## config.mk

```make
export PLATFORM = sky130hd
export DESIGN_NAME = ysyx_25040109_csr_ctrl
export DESIGN_NICKNAME = d
export VERILOG_FILES = /design/src/rtl/ysyx_25040109_csr_pkg.sv /design/src/rtl/ysyx_25040109_csr_alu.sv /design/src/rtl/ysyx_25040109_csr_ctrl.sv
export SDC_FILE = /design/constraint.sdc
export NUM_CORES = 1
export LEC_CHECK = 0
export ABC_AREA = 0
export BUFFER_PORTS_ARGS = -buffer_cell sky130_fd_sc_hd__buf_2
export CORE_MARGIN = 8
export CORE_UTILIZATION = 35
export CTS_CLUSTER_DIAMETER = 40
export DETAILED_ROUTE_END_ITERATION = 6
export HOLD_SLACK_MARGIN = 0.06
export PLACE_DENSITY = 0.66
export SYNTH_ARGS = -nofsm -noshare
export SYNTH_HDL_FRONTEND = slang
export SYNTH_SLANG_ARGS = --single-unit
```

## constraint.sdc

```tcl
create_clock -name clk -period 3.1 [get_ports clk]
set_input_delay 0.62 -clock clk [delete_from_list [all_inputs] [get_ports clk]]
set_output_delay 0.62 -clock clk [all_outputs]
set_load 0.005 [all_outputs]
```

## src/rtl/ysyx_25040109_csr_pkg.sv

```systemverilog
// ysyx_25040109_csr_pkg: CSR addresses, op and state encodings, mstatus fields and trap helpers.
package ysyx_25040109_csr_pkg;

    localparam logic [11:0] CSR_MSTATUS = 12'h300;
    localparam logic [11:0] CSR_MTVEC   = 12'h305;
    localparam logic [11:0] CSR_MEPC    = 12'h341;
    localparam logic [11:0] CSR_MCAUSE  = 12'h342;

    localparam logic [31:0] DEFAULT_ECALL_CAUSE = 32'd11;

    localparam int MSTATUS_MIE    = 3;
    localparam int MSTATUS_MPIE   = 7;
    localparam int MSTATUS_MPP_LO = 11;
    localparam int MSTATUS_MPP_HI = 12;

    typedef enum logic [2:0] {
        OP_CSRRW = 3'd0,
        OP_CSRRS = 3'd1,
        OP_CSRRC = 3'd2,
        OP_ECALL = 3'd3,
        OP_MRET  = 3'd4
    } op_e;

    typedef enum logic [3:0] {
        S_IDLE, S_EXEC, S_T_EPC, S_T_CAUSE, S_T_STAT, S_T_VEC, S_R_STAT, S_R_EPC, S_RESP
    } state_e;

    function automatic logic csr_legal(input logic [11:0] a);
        return a == CSR_MSTATUS || a == CSR_MTVEC || a == CSR_MEPC || a == CSR_MCAUSE;
    endfunction

    function automatic logic [31:0] trap_mstatus(input logic [31:0] s);
        logic [31:0] r;
        r = s;
        r[MSTATUS_MPIE] = s[MSTATUS_MIE];
        r[MSTATUS_MIE] = 1'b0;
        r[MSTATUS_MPP_HI:MSTATUS_MPP_LO] = 2'b11;
        return r;
    endfunction

    function automatic logic [31:0] mret_mstatus(input logic [31:0] s);
        logic [31:0] r;
        r = s;
        r[MSTATUS_MIE] = s[MSTATUS_MPIE];
        r[MSTATUS_MPIE] = 1'b1;
        r[MSTATUS_MPP_HI:MSTATUS_MPP_LO] = 2'b11;
        return r;
    endfunction

endpackage

```

## src/rtl/ysyx_25040109_csr_alu.sv

```systemverilog
// ysyx_25040109_csr_alu: next CSR value for CSRRW / CSRRS / CSRRC.
module ysyx_25040109_csr_alu
    import ysyx_25040109_csr_pkg::*;
(
    input  logic [2:0]  op_i,
    input  logic [31:0] old_i,
    input  logic [31:0] src_i,
    output logic [31:0] new_o
);

    always_comb new_o = op_i == OP_CSRRS ? old_i | src_i :
                        op_i == OP_CSRRC ? old_i & ~src_i : src_i;

endmodule

```

## src/rtl/ysyx_25040109_csr_ctrl.sv

```systemverilog
// ysyx_25040109_csr_ctrl: sequences CSR read-modify-writes, ECALL entry and MRET over one CSR port.
// Define CSR_CTRL_MSTATUS_EN to add the mstatus MIE/MPIE/MPP updates on trap entry and return.
module ysyx_25040109_csr_ctrl
    import ysyx_25040109_csr_pkg::*;
#(
    parameter logic [31:0] ECALL_CAUSE = DEFAULT_ECALL_CAUSE
) (
    input  logic        clk,
    input  logic        rst,
    input  logic        req_valid,
    output logic        req_ready,
    input  logic [2:0]  req_op,
    input  logic [11:0] req_addr,
    input  logic [31:0] req_src,
    input  logic        req_src_x0,
    input  logic [31:0] req_pc,
    output logic        resp_valid,
    input  logic        resp_ready,
    output logic [31:0] resp_rdata,
    output logic        resp_illegal,
    output logic        resp_redirect,
    output logic [31:0] resp_pc,
    output logic        csr_we,
    output logic [11:0] csr_addr,
    output logic [31:0] csr_wdata,
    input  logic [31:0] csr_rdata
);

`ifdef CSR_CTRL_MSTATUS_EN
    localparam state_e AFTER_CAUSE = S_T_STAT;
    localparam state_e MRET_FIRST  = S_R_STAT;
`else
    localparam state_e AFTER_CAUSE = S_T_VEC;
    localparam state_e MRET_FIRST  = S_R_EPC;
`endif

    state_e      state_q;
    logic [2:0]  op_q;
    logic [11:0] addr_q;
    logic [31:0] src_q, pc_q, rdata_q, resp_pc_q, alu_new;
    logic        src_x0_q, illegal_q, redirect_q, legal;

    ysyx_25040109_csr_alu u_alu (
        .op_i  (op_q),
        .old_i (csr_rdata),
        .src_i (src_q),
        .new_o (alu_new)
    );

    assign legal         = csr_legal(addr_q);
    assign req_ready     = state_q == S_IDLE;
    assign resp_valid    = state_q == S_RESP;
    assign resp_rdata    = rdata_q;
    assign resp_illegal  = illegal_q;
    assign resp_redirect = redirect_q;
    assign resp_pc       = resp_pc_q;

    // Address is kept apart from the write path since csr_rdata is a combinational function of it.
    always_comb csr_addr = rst ? 12'h0 :
                           state_q == S_EXEC ? addr_q :
                           state_q == S_T_EPC || state_q == S_R_EPC ? CSR_MEPC :
                           state_q == S_T_CAUSE ? CSR_MCAUSE :
                           state_q == S_T_STAT || state_q == S_R_STAT ? CSR_MSTATUS :
                           state_q == S_T_VEC ? CSR_MTVEC : 12'h0;

    always_comb begin
        csr_we = 1'b0;
        csr_wdata = 32'h0;
        if (!rst) begin
            case (state_q)
                S_EXEC: begin
                    csr_wdata = alu_new;
                    csr_we = legal && (op_q == OP_CSRRW || !src_x0_q);
                end
                S_T_EPC: begin
                    csr_wdata = pc_q;
                    csr_we = 1'b1;
                end
                S_T_CAUSE: begin
                    csr_wdata = ECALL_CAUSE;
                    csr_we = 1'b1;
                end
                S_T_STAT: begin
                    csr_wdata = trap_mstatus(csr_rdata);
                    csr_we = 1'b1;
                end
                S_R_STAT: begin
                    csr_wdata = mret_mstatus(csr_rdata);
                    csr_we = 1'b1;
                end
                default: ;
            endcase
        end
    end

    always_ff @(posedge clk) begin
        if (rst) begin
            state_q <= S_IDLE;
            op_q <= 3'h0;
            addr_q <= 12'h0;
            src_q <= 32'h0;
            src_x0_q <= 1'b0;
            pc_q <= 32'h0;
            rdata_q <= 32'h0;
            resp_pc_q <= 32'h0;
            illegal_q <= 1'b0;
            redirect_q <= 1'b0;
        end else begin
            case (state_q)
                S_IDLE: if (req_valid) begin
                    op_q <= req_op;
                    addr_q <= req_addr;
                    src_q <= req_src;
                    src_x0_q <= req_src_x0;
                    pc_q <= req_pc;
                    rdata_q <= 32'h0;
                    resp_pc_q <= 32'h0;
                    redirect_q <= 1'b0;
                    illegal_q <= req_op > OP_MRET;
                    state_q <= req_op == OP_ECALL ? S_T_EPC :
                               req_op == OP_MRET ? MRET_FIRST :
                               req_op > OP_MRET ? S_RESP : S_EXEC;
                end
                S_EXEC: begin
                    rdata_q <= legal ? csr_rdata : 32'h0;
                    illegal_q <= !legal;
                    state_q <= S_RESP;
                end
                S_T_EPC:   state_q <= S_T_CAUSE;
                S_T_CAUSE: state_q <= AFTER_CAUSE;
                S_T_STAT:  state_q <= S_T_VEC;
                S_T_VEC: begin
                    resp_pc_q <= {csr_rdata[31:2], 2'b00};
                    redirect_q <= 1'b1;
                    state_q <= S_RESP;
                end
                S_R_STAT:  state_q <= S_R_EPC;
                S_R_EPC: begin
                    resp_pc_q <= csr_rdata;
                    redirect_q <= 1'b1;
                    state_q <= S_RESP;
                end
                S_RESP:    if (resp_ready) state_q <= S_IDLE;
                default:   state_q <= S_IDLE;
            endcase
        end
    end

endmodule

```

==> out/results.ini <==
[global_routing]
grt_pass1_vias = 6265
grt.total_usage_pct = 19.3
grt_pass1_wl_mm = 35.0
grt_max_degree = 58
antenna_found_initial = 1
grt-ovfl-total = 0

[sta]
max_freq_mhz = 339
finalCritPeriodShare_pct = 95.0
fin_hold_ws_ns = 0.435
final_hold_viol_count = 0
min_period_ns = 2.95
worstMarginPinSlew_ns = 0.812
setup_ws_ns = 0.153
fin_skew_ns = 0.00981
final_max_slew_viol_count = 0
finalSetupViolCount = 0
rsz0062_at_grt = false
tns_ns = 0
slew_headroom_pct = 45.7

[floorplan]
core_um2 = 18000
initial_core_util_pct = 35.8
die_y_um = 152
die_w_um = 152
io_pins = 229
dieArea_um2 = 23000
row_count = 49

[worst_setup_path]
cp.required_ns = 2.48
crit_buf_inv = 2
critPathSlowestCell = or4b_4
cp-end-kind = output port
critPathKind = flip-flop to output port
critPathMaxStageDelay_ns = 0.65
worstPathMaxFanout = 18
crit_chain = or4b_4, nor3_4, buf_6, nand3b_1, a31oi_1, buf_2
critPathTopFamily = simple AND/OR/NAND/NOR gates
cp-start-kind = flip-flop
cp.arrival_ns = 2.33

[layout]
design_area_um2 = 8400
nNetsFinal = 1119
postLayoutCoreUtil_pct = 46.8
final_cells = 1247
drive_gt1_share_pct = 29.0
area_delta_synth_final_pct = 30.7
fillers = 1781

[power]
finalPower_mw = 4.97
p_leak_nw = 3.58
p_per_area_nw_per_um2 = 592
ir_drop_mv = 0.349

[clock_network]
cts_buffers = 17
post_cts_buffers = 0
htreeDepth = 4
clock-sinks = 150
clk_pin_slew_worst_paths_ns = 0.06
cts_tree = yes
root_buffer = clkbuf_16
cts_resized = 1
cts_hold_buf = 0
ctsLongestPathBuffers = 2
clk_latency_ns = 0.42

[routing]
drc = 0
final_antenna_net_count = 0
wl_per_cell_um = 18.2
vias_per_cell = 5.26
routed_wl_mm = 22.7
vias = 6562
first_pass_iters = 5
drt_iter0_markers = 495

[logic_synthesis]
synth_xor_area_share_pct = 0.273
synth_ff_type = dfxtp_1
yosys_warnings = 0
synth-edff-count = 0
synth_compound_area_share_pct = 24.4
synth_seq_cells = 150
synth_fp_nets = 916
synthMuxAreaShare_pct = 0
syn_inst = 800
synth_top_family_by_area = compound AO/OA/AOI/OAI gates
syn_area_um2 = 6430
synthArstFlopShare_pct = 0
synthSimpleGateAreaFrac_pct = 23.9
synth_seq_area_share_pct = 46.7
synth-adder-area-share_pct = 0
synth_cell_types = 45
synth_area_per_cell_um2 = 8.03

[placement]
gp_congestion = 0.857
place_area_um2 = 7790
place_ws_ns = 0.367
portBuffers = 228
dpl.cell_count = 1213
dp_hpwl_mm = 15.6

[min_path]
min_path_type = primary input to flip-flop

[job]
maxCapViolations = 0

[run_status]
status = complete, no violations

==> cells by family after synthesis <==
kind of cell | Yosys count
AO/OA/AOI/OAI | 235
XOR/XNOR | 2
buffers and inverters | 70
flip-flops | 150
AND/OR/NAND/NOR | 343
==> registers in the layout, summed over array words and instances (netlist names) <==
signal and cells:
pc_q 32, src_q 32, resp_pc 32, src_x0_q 1, state_q 4, resp_rdata 32, addr_q 12, op_q 3
resp_illegal 1, resp_redirect 1
==> placed cells by master (no fill, tap or decap), drive strengths merged, types with 2 or more instances in the layout <==
cell type | Yosys | final
and2 | 8 | 8
a22oi | 27 | 27
a221oi | 3 | 3
a21o | 3 | 3
nor4bb | 2 | 2
a21oi | 94 | 94
and3 | 2 | 2
inv | 2 | 3
nand2 | 227 | 227
nor2b | 4 | 4
nor4 | 5 | 5
nor3b | 2 | 2
diode | 0 | 2
nand3b | 33 | 33
clkinvlp | 0 | 2
clkbuf | 42 | 21
nand3 | 4 | 4
buf | 26 | 252
nor2 | 48 | 48
o21ai | 8 | 8
nor3 | 3 | 3
clkinv | 0 | 6
a31oi | 28 | 28
a2bb2oi | 31 | 31
a22o | 32 | 32
dfxtp | 150 | 150
bufinv | 0 | 2
==> worst paths after layout <==
kind | startpoint | end | slack (ns) | cells past startpoint
worst min register to register | pc_q[14] | pc_q[14] | 0.45 | 2
worst min-delay path | req_addr[7] | addr_q[7] | 0.44 | 3
worst max register to register | state_q[3] | resp_pc[8] | 1.06 | 6
worst max-delay path | state_q[3] | csr_wdata[4] | 0.15 | 6
==> synthesized netlist by cell type (23+ instances only) <==
| cell type | count | share of area [%] |
|---|---|---|
| nand2_1 | 227 | 13 |
| dfxtp_1 | 150 | 47 |
| a21oi_1 | 93 | 7.2 |
| nor2_1 | 48 | 2.8 |
| clkbuf_1 | 42 | 2.5 |
| nand3b_1 | 33 | 3.9 |
| a22o_1 | 32 | 4.4 |
| a2bb2oi_1 | 31 | 4.2 |
| a31oi_1 | 28 | 2.7 |
| a22oi_1 | 27 | 3.2 |
| buf_2 | 23 | 1.8 |
==> area by class of cell <==
class | count | area [µm²] | area share, %
inverter | 2 | 7.51 | 0.0894
clock buffer | 21 | 460 | 5.48
clock inverter | 11 | 125 | 1.49
tap | 229 | 287 | 3.41
sequential | 150 | 3000 | 35.8
antenna | 2 | 5.00 | 0.0596
timing repair buffer | 252 | 1340 | 16.0
multi-input combinational | 580 | 3170 | 37.7
==> worst register-to-register path, cell delays in order, from the launching register on <==
cell	delay, ns
dfxtp_1	0.32
buf_4	0.17
nand3b_1	0.64
buf_4	0.47
nand2_1	0.10
a2bb2oi_1	0.16
nor2_1	0.05
==> power breakdown <==
part           internal, mW  switching [mW]  leakage (nW)
registers              2.04          0.0781          1.22
clock network          1.23           0.829         0.283
logic                 0.295           0.495          2.07
total                  3.57            1.40          3.58
==> metal layers <==
metal | wire length [µm] | GRT usage, % | vias to the layer above | part of all wire (%)
li1 | - | - | 3201 | -
met1 | 9770 | 25.0 | 3089 | 43
met2 | 10800 | 30.6 | 251 | 47
met3 | 1890 | 5.41 | 21 | 8.3
met4 | 293 | 6.22 | 0 | 1.3
met5 | 0 | 0 | - | 0
(Power assumes the default switching activity.)
